--- config.mk ---
export PLATFORM = sky130hd
export DESIGN_NAME = traffic_light_ctrl_flat
export DESIGN_NICKNAME = d
export VERILOG_FILES = /design/src/rtl/traffic_light_if.sv /design/src/rtl/traffic_light_ctrl.sv /design/src/flat_wrapper.sv
export SDC_FILE = /design/constraint.sdc
export NUM_CORES = 1
export LEC_CHECK = 0
export ABC_AREA = 1
export ABC_CLOCK_PERIOD_IN_PS = 1700
export BUFFER_PORTS_ARGS = -buffer_cell sky130_fd_sc_hd__buf_2
export CORE_ASPECT_RATIO = 1.4
export CORE_MARGIN = 2
export CORE_UTILIZATION = 37
export CTS_CLUSTER_SIZE = 30
export DETAILED_ROUTE_END_ITERATION = 7
export GPL_TIMING_DRIVEN = 0
export PLACE_DENSITY = 0.52
export SYNTH_ARGS = -nofsm -noshare
export SYNTH_HDL_FRONTEND = slang
export SYNTH_SLANG_ARGS = --single-unit
--- constraint.sdc ---
create_clock -name clk -period 1.7 [get_ports clk]
set_input_delay 0.34 -clock clk [delete_from_list [all_inputs] [get_ports clk]]
set_output_delay 0.34 -clock clk [all_outputs]
set_load 0.01 [all_outputs]
--- src/rtl/traffic_light_if.sv ---
// Purpose : signal bundle between the traffic light controller and the board
//           side (debounced buttons/sensor in, LED drivers out).
// Modports: master - board/environment side: drives Sensor, walkButton
//                    (and night_mode when TRAFFIC_NIGHT_MODE_EN is defined),
//                    observes the lights, state_o and tick_o.
//           slave  - controller side: the mirror image of master.
// Macro   : TRAFFIC_NIGHT_MODE_EN adds the night_mode request line.
// Handshake: there is no valid/ready pair here. Inputs are plain levels
//           sampled on every posedge clk; outputs are Moore outputs that
//           change only on posedge clk.
interface traffic_light_if;
  logic       Sensor;
  logic       walkButton;
`ifdef TRAFFIC_NIGHT_MODE_EN
  logic       night_mode;
`endif
  logic       walkLight;
  logic [1:0] mainLight;
  logic [1:0] sideLight;
  logic [3:0] state_o;
  logic       tick_o;

`ifdef TRAFFIC_NIGHT_MODE_EN
  modport master (output Sensor, walkButton, night_mode,
                  input  walkLight, mainLight, sideLight, state_o, tick_o);
  modport slave  (input  Sensor, walkButton, night_mode,
                  output walkLight, mainLight, sideLight, state_o, tick_o);
`else
  modport master (output Sensor, walkButton,
                  input  walkLight, mainLight, sideLight, state_o, tick_o);
  modport slave  (input  Sensor, walkButton,
                  output walkLight, mainLight, sideLight, state_o, tick_o);
`endif
endinterface

--- src/rtl/traffic_light_ctrl.sv ---
// Purpose : main/side intersection controller with pedestrian walk phase and
//           sensor-driven green extension. An internal prescaler makes a 1 s
//           tick; every phase lasts a parameterised number of ticks.
// Ports   : clk  - system clock
//           rst  - synchronous, active-high reset
//           bus  - traffic_light_if.slave: Sensor, walkButton, [night_mode]
//                  in; walkLight, mainLight, sideLight, state_o, tick_o out.
//           Light encoding: 11=G 01=Y 00=R 10=OFF.
// Macro   : TRAFFIC_NIGHT_MODE_EN enables the flashing NIGHT state (code 8)
//           entered from SY while night_mode is high.
module traffic_light_ctrl #(
  parameter int TICKS_PER_SEC = 100000000,
  parameter int CNT_W         = 4,
  parameter int T_MAIN_G      = 6,
  parameter int T_SIDE_G      = 6,
  parameter int T_EXT         = 3,
  parameter int T_YEL         = 2,
  parameter int T_WALK        = 3
) (
  input  logic            clk,
  input  logic            rst,
  traffic_light_if.slave  bus
);

  localparam int PRE_W = (TICKS_PER_SEC > 1) ? $clog2(TICKS_PER_SEC) : 1;
  localparam logic [PRE_W-1:0] PRE_MAX = PRE_W'(TICKS_PER_SEC - 1);

  typedef enum logic [3:0] {
    S_MG1    = 4'd0,
    S_MG2    = 4'd1,
    S_MG_EXT = 4'd2,
    S_MY     = 4'd3,
    S_WALK   = 4'd4,
    S_SG1    = 4'd5,
    S_SG_EXT = 4'd6,
`ifdef TRAFFIC_NIGHT_MODE_EN
    S_SY     = 4'd7,
    S_NIGHT  = 4'd8
`else
    S_SY     = 4'd7
`endif
  } state_t;

  state_t             state_q, state_d;
  logic [CNT_W-1:0]   sec_q, sec_d;
  logic [PRE_W-1:0]   pre_q, pre_d;
  logic               walk_req_q, walk_req_d;
  logic [1:0]         main_q, main_d;
  logic [1:0]         side_q, side_d;
  logic               walk_light_q, walk_light_d;
`ifdef TRAFFIC_NIGHT_MODE_EN
  logic               phase_q, phase_d;
`endif
  logic               tick;
  logic               sec_end;

  // Last seconds-count value of each timed state; the phase ends on the tick
  // that sees this value, so a state lasts exactly T ticks.
  function automatic logic [CNT_W-1:0] last_sec(input state_t s);
    case (s)
      S_MG1, S_MG2:      last_sec = CNT_W'(T_MAIN_G - 1);
      S_MG_EXT, S_SG_EXT: last_sec = CNT_W'(T_EXT - 1);
      S_MY, S_SY:        last_sec = CNT_W'(T_YEL - 1);
      S_WALK:            last_sec = CNT_W'(T_WALK - 1);
      S_SG1:             last_sec = CNT_W'(T_SIDE_G - 1);
      default:           last_sec = '0;
    endcase
  endfunction

  assign tick    = (pre_q == PRE_MAX);
  assign sec_end = tick && (sec_q == last_sec(state_q));

  always_comb begin
    pre_d      = tick ? '0 : pre_q + 1'b1;
    state_d    = state_q;
    sec_d      = tick ? sec_q + 1'b1 : sec_q;
    // A press anywhere but WALK is remembered until the next MY exit.
    walk_req_d = walk_req_q | (bus.walkButton && (state_q != S_WALK));
`ifdef TRAFFIC_NIGHT_MODE_EN
    phase_d    = phase_q;
`endif

    case (state_q)
      S_MG1:    if (sec_end) state_d = bus.Sensor ? S_MG_EXT : S_MG2;
      S_MG2:    if (sec_end) state_d = S_MY;
      S_MG_EXT: if (sec_end) state_d = S_MY;
      S_MY:     if (sec_end) state_d = (walk_req_q || bus.walkButton) ? S_WALK : S_SG1;
      S_WALK:   if (sec_end) state_d = S_SG1;
      S_SG1:    if (sec_end) state_d = bus.Sensor ? S_SG_EXT : S_SY;
      S_SG_EXT: if (sec_end) state_d = S_SY;
`ifdef TRAFFIC_NIGHT_MODE_EN
      S_SY:     if (sec_end) state_d = bus.night_mode ? S_NIGHT : S_MG1;
      S_NIGHT: begin
        // Untimed: the seconds counter is parked and each tick flips the
        // flash phase until night_mode drops.
        sec_d = '0;
        if (tick) begin
          phase_d = ~phase_q;
          if (!bus.night_mode) state_d = S_MG1;
        end
      end
`else
      S_SY:     if (sec_end) state_d = S_MG1;
`endif
      default: begin
        state_d = S_MG1;
        sec_d   = '0;
      end
    endcase

    if (sec_end) sec_d = '0;

    // Entering WALK serves the request; clearing beats a same-cycle press.
    if ((state_d == S_WALK) && (state_q != S_WALK)) walk_req_d = 1'b0;

`ifdef TRAFFIC_NIGHT_MODE_EN
    if ((state_d == S_NIGHT) && (state_q != S_NIGHT)) phase_d = 1'b0;
`endif

    // Lights are decoded from the next state so the registered outputs
    // always match the state register.
    main_d       = 2'b00;
    side_d       = 2'b00;
    walk_light_d = 1'b0;
    case (state_d)
      S_MG1, S_MG2, S_MG_EXT: main_d = 2'b11;
      S_MY:                   main_d = 2'b01;
      S_WALK:                 walk_light_d = 1'b1;
      S_SG1, S_SG_EXT:        side_d = 2'b11;
      S_SY:                   side_d = 2'b01;
`ifdef TRAFFIC_NIGHT_MODE_EN
      S_NIGHT: begin
        main_d = phase_d ? 2'b10 : 2'b01;
        side_d = phase_d ? 2'b10 : 2'b00;
      end
`endif
      default: main_d = 2'b11;
    endcase
  end

  always_ff @(posedge clk) begin
    if (rst) begin
      state_q      <= S_MG1;
      sec_q        <= '0;
      pre_q        <= '0;
      walk_req_q   <= 1'b0;
      main_q       <= 2'b11;
      side_q       <= 2'b00;
      walk_light_q <= 1'b0;
`ifdef TRAFFIC_NIGHT_MODE_EN
      phase_q      <= 1'b0;
`endif
    end else begin
      state_q      <= state_d;
      sec_q        <= sec_d;
      pre_q        <= pre_d;
      walk_req_q   <= walk_req_d;
      main_q       <= main_d;
      side_q       <= side_d;
      walk_light_q <= walk_light_d;
`ifdef TRAFFIC_NIGHT_MODE_EN
      phase_q      <= phase_d;
`endif
    end
  end

  assign bus.mainLight = main_q;
  assign bus.sideLight = side_q;
  assign bus.walkLight = walk_light_q;
  assign bus.state_o   = state_q;
  assign bus.tick_o    = tick;

endmodule

--- src/flat_wrapper.sv ---
// flat-port wrapper written by rule: the top's interface ports become plain ports
module traffic_light_ctrl_flat 
#(
  parameter int TICKS_PER_SEC = 100000000,
  parameter int CNT_W         = 4,
  parameter int T_MAIN_G      = 6,
  parameter int T_SIDE_G      = 6,
  parameter int T_EXT         = 3,
  parameter int T_YEL         = 2,
  parameter int T_WALK        = 3
)
  (clk, rst, bus_Sensor, bus_walkButton, bus_walkLight, bus_mainLight, bus_sideLight, bus_state_o, bus_tick_o);
  traffic_light_if bus_i ();
  input  logic clk;
  input  logic rst;
  input wire logic [$bits(bus_i.Sensor)-1:0] bus_Sensor;
  input wire logic [$bits(bus_i.walkButton)-1:0] bus_walkButton;
  output wire logic [$bits(bus_i.walkLight)-1:0] bus_walkLight;
  output wire logic [$bits(bus_i.mainLight)-1:0] bus_mainLight;
  output wire logic [$bits(bus_i.sideLight)-1:0] bus_sideLight;
  output wire logic [$bits(bus_i.state_o)-1:0] bus_state_o;
  output wire logic [$bits(bus_i.tick_o)-1:0] bus_tick_o;
  assign bus_i.Sensor = bus_Sensor;
  assign bus_i.walkButton = bus_walkButton;
  assign bus_walkLight = bus_i.walkLight;
  assign bus_mainLight = bus_i.mainLight;
  assign bus_sideLight = bus_i.sideLight;
  assign bus_state_o = bus_i.state_o;
  assign bus_tick_o = bus_i.tick_o;
  traffic_light_ctrl #(.TICKS_PER_SEC(TICKS_PER_SEC), .CNT_W(CNT_W), .T_MAIN_G(T_MAIN_G), .T_SIDE_G(T_SIDE_G), .T_EXT(T_EXT), .T_YEL(T_YEL), .T_WALK(T_WALK)) u_core (.clk(clk), .rst(rst), .bus(bus_i));
endmodule
==> results of run 1 <==
[through the flow]
step | hold slack (ns) | TNS (ns)
after global routing | 0.2772 | -1.607
after detailed placement | 0.4695 | -6.985
final | 0.2806 | -0.3208
after CTS | 0.2755 | -0.6090
after floorplan | 0.4121 | 0
after global placement | 0.4633 | -7.117
[path summary, 6_finish.rpt]
| path | from | endpoint | slack [ns] | cells after the start |
|---|---|---|---|---|
| max reg2reg | u_core.pre_q[1] | u_core.bus.sideLight[0] | -0.05 | 14 |
| min | rst | u_core.bus.state_o[0] | 0.28 | 2 |
| max | u_core.pre_q[17] | bus_tick_o | -0.11 | 6 |
| min reg2reg | u_core.pre_q[4] | u_core.pre_q[4] | 0.49 | 2 |
[state kept, by name, summed over array words and instances (netlist names), named ones only]
register and count:
u_core.bus.mainLight 2, u_core.bus.walkLight 1, u_core.pre_q 27, u_core.walk_req_q 1
u_core.bus.state_o 4, u_core.sec_q 4, u_core.bus.sideLight 2
[layout make-up]
type | count | share of cell area (%)
multi-input combinational | 250 | 48.96
sequential | 44 | 27.94
timing repair buffer | 42 | 9.363
inverter | 60 | 7.137
tap | 74 | 2.840
clock buffer | 6 | 2.226
clock inverter | 2 | 1.074
buffer | 2 | 0.4605
[per-layer routing]
metal,up-vias,GRT usage [%]
met5,-,0
met4,0,7.835
met3,14,2.912
met2,28,35.10
met1,1061,19.91
li1,1229,-
[report_power, final]
group / total (mW) / internal, mW / switching (mW)
logic: 0.101 / 0.0420 / 0.0589
clock network: 0.795 / 0.436 / 0.358
registers: 1.05 / 1.03 / 0.0116
total: 1.94 / 1.51 / 0.429
[layout by cell type, fill, tap and decap left out, types with 4 or more instances in the layout]
master | Yosys | layout
a21oi_1 | 14 | 14
buf_2 | 2 | 13
buf_4 | 0 | 24
buf_6 | 0 | 6
clkbuf_8 | 0 | 5
dfxtp_1 | 44 | 26
dfxtp_2 | 0 | 15
inv_1 | 48 | 43
inv_2 | 11 | 15
nand2_1 | 80 | 66
nand2_2 | 9 | 19
nand2_4 | 2 | 6
nand3_1 | 18 | 10
nand3_2 | 6 | 13
nand4_1 | 7 | 7
nor2_1 | 42 | 35
nor2_2 | 10 | 10
nor2_4 | 4 | 11
nor3_1 | 16 | 11
nor3_2 | 2 | 4
o21ai_1 | 2 | 4
[kinds of logic after synthesis]
family                     count (synthesis)  share of synthesized area, %
other                                      1                        0.1538
xor gates and xnor gates                   4                         1.437
DFF                                       44                         36.12
buffers and inverters                     62                         9.851
and+or+nand+nor                          213                         44.02
adders and majority gates                  2                         1.026
AOI/OAI and AO/OA                         30                         7.389
[critical path, stage by stage, from the launching register on]
cell and delay, ns:
dfxtp_4 0.36, inv_2 0.07, nand2_2 0.06, nor2_4 0.11, nand3_2 0.09, nor4_4 0.29
buf_2 0.18
[what timing repair did]
| item | in CTS | in global routing |
|---|---|---|
| endpoints found under the hold margin | 0 | 0 |
| pin swaps | 15 | 15 |
| endpoints found under the setup margin | 40 | 34 |
| gates resized for setup | 55 | 45 |
| hold buffers | 0 | 0 |
| setup buffers | 18 | 11 |
==> results.sh, run 1 <==
export IMPL_final_max_slew_viol_count=0
export IMPL_required_ns=1.36
export IMPL_dp_hpwl_um=4325
export IMPL_area_growth_pct=33.71
export IMPL_vias=2332
export IMPL_die_area_um2=7265
export IMPL_synth_top_cell_area_share_pct=36.12
export IMPL_yosysWarnings=0
export IMPL_globalRouteOverflowTotal=0
export IMPL_route_top_layer_used="met4"
export IMPL_fin_cells=480
export IMPL_syn_num_nets=362
export IMPL_ys_flop_type="dfxtp_1"
export IMPL_clk_path_buf_depth=2
export IMPL_synth_seq_area_share_pct=36.12
export IMPL_post_route_min_period_ns=1.805
export IMPL_synth_area_top_cells="dfxtp_1 (36%), nand2_1 (12%), inv_1 (7.4%)"
export IMPL_design_portCount=14
export IMPL_clock_tree_root_cell="clkbuf_8"
export IMPL_worstSetupPathType="reg2out"
export IMPL_cts_sinks=44
export IMPL_worstPathArrival_ns=1.47
export IMPL_yosys_cell_count_top_type="nand2_1"
export IMPL_fmax_mhz=554.0
export IMPL_dpl_cell_area_um2=2603
export IMPL_drv_cap=0
export IMPL_nets=411
export IMPL_setup_viol=7
export IMPL_async_reset_ff_share_pct=0
export IMPL_wl_um=6090
export IMPL_path_clk_slew_ns=0.09
export IMPL_crit_path_end_kind="output port"
export IMPL_place_congestion=0.8850
export IMPL_syn_avg_cell_area_um2=6.850
export IMPL_core_area_um2=6481
export IMPL_diodes=0
export IMPL_fillers=659
export IMPL_row_count=35
export IMPL_fin_skew_ns=0.01012
export IMPL_power_leakage_nw=1.507
export IMPL_fin_area_um2=3261
export IMPL_placedCellCount=443
export IMPL_synth_edf_count=0
export IMPL_ys_types=36
export IMPL_ir_worst_vdd_mv=0.4433
export IMPL_synth_area_um2=2439
export IMPL_via_per_inst=4.858
export IMPL_hold_path_class="in2reg"
export IMPL_drive_above_1_share_pct=41.63
export IMPL_synth_top_cells_by_count="nand2_1 (80), inv_1 (48), dfxtp_1 (44)"
export IMPL_drc=0
export IMPL_regArea_um2=910.9
export IMPL_initial_core_util_pct=37.63
export IMPL_grt_max_degree=14
export IMPL_syn_inst=356
export IMPL_grt_pass1_wl_um=10670
export IMPL_grt_usage_pct=18.60
export IMPL_synth_seq_cells=44
export IMPL_hold_viol_final=0
export IMPL_final_util_pct=50.31
export IMPL_wire_per_inst_um=12.69
export IMPL_multi_input_area_um2=1597
export IMPL_dr_wl_met3_um=143
export IMPL_yosys_area_top_type="dfxtp_1"
export IMPL_drt_pass1_iterations=4
export IMPL_first_global_vias=2407
export IMPL_wl_met2_um=3438
export IMPL_ant_nets=0
export IMPL_wl_met1_um=2327
export IMPL_worst_slack_ns=-0.1052
export IMPL_p_per_area_nw_per_um2=595.7
export IMPL_antenna_found_initial=0
export IMPL_port_buffers=13
export IMPL_cp_start_kind="register"
export IMPL_finalCritPeriodShare_pct=106.2
export IMPL_cts_htree_levels=2
export IMPL_cts_tree="yes"
export IMPL_dp_slack_ns=-0.2831
export IMPL_rsz0062_at_grt="true"
export IMPL_die_x_um=72.61
export IMPL_insertion_delay_ns=0.30
export IMPL_drt_iter0_drc=47
export IMPL_die_h_um=100.1
export IMPL_cts_buffers=5
export IMPL_violations="setup timing"
export IMPL_outcome="finished, violations left"
export IMPL_crit_fanout=3
export IMPL_p_total_mw=1.942
No activity file was read; power rests on OpenSTA's default activity.
==> run 2: changes to the inputs <==
--- a/config.mk
+++ b/config.mk
@@ -5,7 +5,6 @@
 export SDC_FILE = /design/constraint.sdc
 export NUM_CORES = 1
 export LEC_CHECK = 0
-export ABC_AREA = 1
 export ABC_CLOCK_PERIOD_IN_PS = 1700
 export BUFFER_PORTS_ARGS = -buffer_cell sky130_fd_sc_hd__buf_2
 export CORE_ASPECT_RATIO = 1.4
@@ -14,6 +13,7 @@
 export CTS_CLUSTER_SIZE = 30
 export DETAILED_ROUTE_END_ITERATION = 7
 export GPL_TIMING_DRIVEN = 0
+export HOLD_SLACK_MARGIN = 0.08
 export PLACE_DENSITY = 0.52
 export SYNTH_ARGS = -nofsm -noshare
 export SYNTH_HDL_FRONTEND = slang
==> results.sh, run 2 <==
export IMPL_slowest_delay_ns=0.46
export IMPL_seqPwrFrac_pct=59.0
export IMPL_yosys_area_top_type="dfxtp_1"
export IMPL_via_per_inst=5.000
export IMPL_vias=1765
export IMPL_power_leakage_nw=1.089
export IMPL_worst_slack_ns=-0.5565
export IMPL_yosysWarnings=0
export IMPL_hold_path_class="in2reg"
export IMPL_ys_flop_type="dfxtp_1"
export IMPL_rsz0062_at_grt="true"
export IMPL_synth_edf_count=0
export IMPL_cp_num_cells=9
export IMPL_dp_hpwl_um=2991
export IMPL_grt_usage_pct=15.61
export IMPL_largest_reg_flops=27
export IMPL_globalRouteOverflowTotal=0
export IMPL_r2r_start="u_core.pre_q[1]"
export IMPL_post_route_min_period_ns=2.257
export IMPL_synth_seq_cells=44
export IMPL_final_max_slew_viol_count=0
export IMPL_p_total_mw=1.768
export IMPL_worstSetupPathType="reg2reg"
export IMPL_crit_fanout=5
export IMPL_cts_sinks=44
export IMPL_drt_pass1_iterations=4
export IMPL_cts_htree_levels=2
export IMPL_die_x_um=67.53
export IMPL_drt_iter0_drc=53
export IMPL_synth_area_um2=2091
export IMPL_synth_top_cell_area_share_pct=42.13
export IMPL_crit_path_end_kind="register"
export IMPL_worstPathArrival_ns=2.45
export IMPL_fillers=494
export IMPL_crit_start="u_core.pre_q[1]"
export IMPL_p_int_mw=1.374
export IMPL_syn_num_nets=237
export IMPL_diodes=0
export IMPL_wl_um=4632
export IMPL_reg2reg_slack_ns=-0.56
export IMPL_cts_buffers=5
export IMPL_drive_above_1_share_pct=45.26
export IMPL_regArea_um2=910.9
export IMPL_area_growth_pct=38.96
export IMPL_antenna_found_initial=0
export IMPL_cts_hold_buf=0
export IMPL_critical_path_top_delay_family="simple AND/OR/NAND/NOR gates"
export IMPL_async_reset_ff_share_pct=0
export IMPL_wire_per_inst_um=13.12
export IMPL_synth_seq_area_share_pct=42.13
export IMPL_port_buffers=13
export IMPL_drv_cap=0
export IMPL_required_ns=1.89
export IMPL_ant_nets=0
export IMPL_final_cell_mix="dfxtp_1 (28), buf_4 (26), nor2_1 (23), xor2_1 (18), nand2_1 (18)"
export IMPL_first_global_vias=1641
export IMPL_place_congestion=0.7095
export IMPL_mostFrequentLayoutCell="dfxtp_1"
export IMPL_outcome="finished, violations left"
export IMPL_path_clk_slew_ns=0.08
export IMPL_nets=291
export IMPL_ff2ff_path_depth=9
export IMPL_synth_area_top_cells="dfxtp_1 (42%), xor2_1 (8.0%), nor2_1 (6.6%)"
export IMPL_ys_types=59
export IMPL_fmax_mhz=443.2
export IMPL_path_cells="ha_4, nand4_1, or2_1, buf_6, or4_4, o31a_1, o21ai_4, o31ai_4, nor2b_4"
export IMPL_cts_tree="yes"
export IMPL_grt_pass1_wl_um=7369
export IMPL_die_h_um=92.95
export IMPL_p_per_area_nw_per_um2=608.7
export IMPL_syn_avg_cell_area_um2=9.051
export IMPL_initial_core_util_pct=38.12
export IMPL_fin_tns_setup_ns=-12.17
export IMPL_grt_max_degree=13
export IMPL_p_comb_share_pct=6.5
export IMPL_design_portCount=14
export IMPL_power_switching_mw=0.3942
export IMPL_clock_tree_root_cell="clkbuf_8"
export IMPL_row_count=32
export IMPL_placedCellCount=312
export IMPL_hold_viol_final=0
export IMPL_multi_input_area_um2=1345
export IMPL_cp_start_kind="register"
export IMPL_crit_path_top_delay_cell="or4_4"
export IMPL_syn_inst=231
export IMPL_insertion_delay_ns=0.29
export IMPL_p_clk_share_pct=34.5
export IMPL_ir_worst_vdd_mv=0.3855
export IMPL_yosys_cell_count_top_type="dfxtp_1"
export IMPL_drc=0
export IMPL_violations="setup timing"
export IMPL_core_area_um2=5485
export IMPL_finalCritPeriodShare_pct=132.7
export IMPL_synth_top_cells_by_count="dfxtp_1 (44), nor2_1 (37), xor2_1 (19)"
export IMPL_fin_skew_ns=0.003054
export IMPL_setup_viol=43
export IMPL_die_area_um2=6277
export IMPL_worst_path_buf_inv=1
export IMPL_hold_depth=2
export IMPL_clk_path_buf_depth=2
export IMPL_fin_cells=353
export IMPL_top_register="u_core.pre_q"
export IMPL_netSwitchingFraction_pct=22.29
## run 2: kinds of logic after synthesis
group           after synthesis  share of synthesized area [%]
compound gates               28                          10.59
xor+xnor                     27                          11.31
fa+ha+maj                     2                          1.197
buf+inv                      15                          4.308
flops                        44                          42.13
mux                           1                         0.4788
other cells                   1                         0.1794
simple gates                113                          29.80
## run 2: final cells by class
cell class / instances / area share [%]
tap: 68 / 2.929
inverter: 6 / 0.7752
clock buffer: 6 / 2.498
buffer: 7 / 3.531
sequential: 44 / 31.35
clock inverter: 1 / 0.1723
timing repair buffer: 48 / 12.45
multi-input combinational: 173 / 46.30
## run 2: how the worst min path moves through the flow
stage	start	end	slack, ns
after CTS	rst	u_core.pre_q[6]	0.33
after global placement	u_core.pre_q[0]	u_core.pre_q[0]	0.45
after global routing	rst	u_core.pre_q[6]	0.36
final	rst	u_core.bus.state_o[1]	0.36
after floorplan	rst	u_core.pre_q[6]	0.41
after detailed placement	u_core.pre_q[0]	u_core.pre_q[0]	0.45
## run 2: through the flow
step,instance area [um^2],util [%],setup slack (ns),hold WS [ns]
4_1_cts,2656,48.43,-0.5999,0.3269
6_report,2905,52.97,-0.5565,0.3565
3_5_place_dp,2355,42.93,-0.7607,0.4467
2_1_floorplan,2205,-,-0.5177,0.4124
5_1_grt,2905,52.97,-0.6474,0.3623
3_3_place_gp,2355,42.93,-0.7652,0.4460
## run 2: worst reg2reg max path, cell delays in order, from the launching register on
cell     delay (ns)
dfxtp_2        0.35
ha_4           0.13
nand4_1        0.05
or2_1          0.22
buf_6          0.13
or4_4          0.46
o31a_1         0.33
o21ai_4        0.21
o31ai_4        0.12
nor2b_4        0.14
## run 2: per-layer routing
layer | GRT usage [%] | part of all wire (%) | wire, um
met5 | 0 | 0 | 0
met1 | 16.48 | 41 | 1907
met3 | 3.645 | 2.3 | 106
met2 | 28.35 | 55 | 2541
met4 | 6.633 | 1.6 | 76
## run 2: power groups by stage
stage	logic (mW)	clock network, mW	registers (mW)
6_report	0.115	0.611	1.04
5_1_grt	0.125	0.683	1.04
4_1_cts	0.0952	0.638	1.05
3_5_place_dp	0.0751	0	1.07
3_3_place_gp	0.0751	0	1.07
2_1_floorplan	0.0544	0	1.07
## run 2: repair_timing
| item | in CTS | in global routing |
|---|---|---|
| cloned | 0 | 3 |
| setup buffers | 17 | 17 |
| gates resized for setup | 22 | 37 |
| pin swaps | 12 | 17 |
| endpoints found under the setup margin | 43 | 43 |
==> run 3: changes to the inputs <==
--- a/config.mk
+++ b/config.mk
@@ -9,12 +9,13 @@
 export BUFFER_PORTS_ARGS = -buffer_cell sky130_fd_sc_hd__buf_2
 export CORE_ASPECT_RATIO = 1.4
 export CORE_MARGIN = 2
-export CORE_UTILIZATION = 37
+export CORE_UTILIZATION = 53
 export CTS_CLUSTER_SIZE = 30
 export DETAILED_ROUTE_END_ITERATION = 7
 export GPL_TIMING_DRIVEN = 0
 export HOLD_SLACK_MARGIN = 0.08
-export PLACE_DENSITY = 0.52
+export PLACE_DENSITY = 0.71
 export SYNTH_ARGS = -nofsm -noshare
 export SYNTH_HDL_FRONTEND = slang
 export SYNTH_SLANG_ARGS = --single-unit
+export TNS_END_PERCENT = 50
==> results.sh, run 3 (same netlist as run 2, synthesis figures left out) <==
export IMPL_outcome="finished, violations left"
export IMPL_violations="setup timing"
export IMPL_power_leakage_nw=1.053
export IMPL_die_x_um=57.08
export IMPL_hold_viol_final=0
export IMPL_max_slew_margin_rel_pct=61.35
export IMPL_grt_pass1_wl_um=8217
export IMPL_diodes=0
export IMPL_post_route_min_period_ns=2.289
export IMPL_final_cell_mix="nor2_1 (33), dfxtp_1 (31), xor2_1 (19), nand2_1 (18), buf_4 (15)"
export IMPL_worstPathArrival_ns=2.53
export IMPL_worstSetupPathType="reg2reg"
export IMPL_cts_buffers=5
export IMPL_drt_pass1_iterations=4
export IMPL_crit_path_top_delay_cell="a2111oi_4"
export IMPL_die_h_um=78.32
export IMPL_finalCritPeriodShare_pct=134.7
export IMPL_hold_path_class="in2reg"
export IMPL_cts_tree="yes"
export IMPL_cts_hold_buf=0
export IMPL_wl_um=4905
export IMPL_top_register="u_core.pre_q"
export IMPL_grt_usage_pct=23.45
export IMPL_fillers=297
export IMPL_clock_tree_root_cell="clkbuf_8"
export IMPL_insertion_delay_ns=0.30
export IMPL_whs_ns=0.3481
export IMPL_cts_sinks=44
export IMPL_area_growth_pct=32.79
export IMPL_port_buffers=13
export IMPL_crit_fanout=10
export IMPL_die_area_um2=4470
export IMPL_drc=0
export IMPL_critical_path_top_delay_family="simple AND/OR/NAND/NOR gates"
export IMPL_grt_max_degree=14
export IMPL_required_ns=1.94
export IMPL_clk_path_buf_depth=2
export IMPL_fin_skew_ns=0.004356
export IMPL_initial_core_util_pct=54.29
export IMPL_place_congestion=0.7591
export IMPL_row_count=27
export IMPL_path_clk_slew_ns=0.08
export IMPL_largest_reg_flops=27
export IMPL_cts_htree_levels=2
export IMPL_nets=279
export IMPL_final_max_slew_viol_count=0
export IMPL_worstMarginPinSlew_ns=0.5725
export IMPL_design_portCount=14
export IMPL_worst_path_buf_inv=1
export IMPL_first_global_vias=1784
export IMPL_p_total_mw=1.835
export IMPL_mostFrequentLayoutCell="nor2_1"
export IMPL_path_cells="buf_8, or2b_1, a2111oi_4, a31oi_1, or3_4, o31ai_4, nor2b_4"
export IMPL_dp_hpwl_um=2866
export IMPL_core_area_um2=3851
export IMPL_drt_iter0_drc=89
export IMPL_drive_above_1_share_pct=36.50
export IMPL_wire_per_inst_um=15.47
export IMPL_crit_path_end_kind="register"
export IMPL_globalRouteOverflowTotal=0
export IMPL_rsz0062_at_grt="true"
export IMPL_ir_worst_vdd_mv=0.7696
export IMPL_vias=1802
export IMPL_ant_nets=0
export IMPL_setup_viol=43
export IMPL_slowest_delay_ns=0.46
export IMPL_worst_slack_ns=-0.5893
export IMPL_p_per_area_nw_per_um2=660.8
export IMPL_fmax_mhz=436.8
export IMPL_via_per_inst=5.685
export IMPL_cp_start_kind="register"
export IMPL_antenna_found_initial=0
export IMPL_drv_cap=0
==> run 3: changes by cell type in the layout (fill, tap and decap cells not counted), sizes merged <==
cell      before  now
buf           51   37
clkbuf        10   14
clkinv         1    0
clkinvlp       0    1
or2            4    3
==> run 3: repair_timing <==
item | in CTS | in global routing
setup buffers | 23 | 3
cloned | 2 | 0
pin swaps | 22 | 9
resized for setup | 22 | 25
setup endpoints to repair | 43 | 43
==> run 3: final timing paths <==
check / startpoint / endpoint / slack, ns / cells past startpoint
min: rst / u_core.bus.state_o[1] / 0.35 / 2
max: u_core.bus.state_o[3] / register / -0.59 / 7
max reg2reg: u_core.bus.state_o[3] / register / -0.59 / 7
min reg2reg: u_core.pre_q[17] / u_core.pre_q[17] / 0.51 / 2
==> run 3: layout make-up <==
cell class	count	area [um^2]	area share, %
tap	43	53.80	1.938
clock inverter	1	7.507	0.2704
buffer	7	108.9	3.921
timing repair buffer	37	292.8	10.55
clock buffer	7	86.33	3.110
multi-input combinational	172	1300	46.82
inverter	6	22.52	0.8112
sequential	44	904.6	32.58
==> run 3: through the flow <==
step                      TNS [ns]  area [um^2]  cells  worst slack [ns]  utilization (%)
after floorplan             -7.878         2202    231           -0.5177                -
after global placement      -17.35         2321    287           -0.6822            60.27
after detailed placement    -18.52         2321    287           -0.7010            60.27
after CTS                   -17.62         2721    319           -0.6071            70.66
after global routing        -18.25         2776    317           -0.6731            72.09
final                       -14.31         2776    317           -0.5893            72.09
==> run 3: worst reg2reg max path: cells and delay by family, from the launching register on <==
family | cells | cell delay (ns)
AO/OA/AOI/OAI | 3 | 0.85
buffers and inverters | 1 | 0.16
flip-flops | 1 | 0.36
AND/OR/NAND/NOR | 3 | 0.87
==> run 3: power by group <==
group	leakage [nW]	internal, mW	switching, mW	total (mW)
clock	0.0445	0.330	0.350	0.680
sequential	0.362	1.04	0.00878	1.04
combinational	0.647	0.0560	0.0540	0.110
==> run 3: metal layers <==
| layer | wire length [um] | vias to the layer above | global-route usage, % |
|---|---|---|---|
| met2 | 2640 | 32 | 41.49 |
| li1 | - | 877 | - |
| met5 | 0 | - | 0 |
| met3 | 157 | 8 | 4.613 |
| met4 | 76 | 0 | 8.372 |
| met1 | 2030 | 885 | 27.61 |
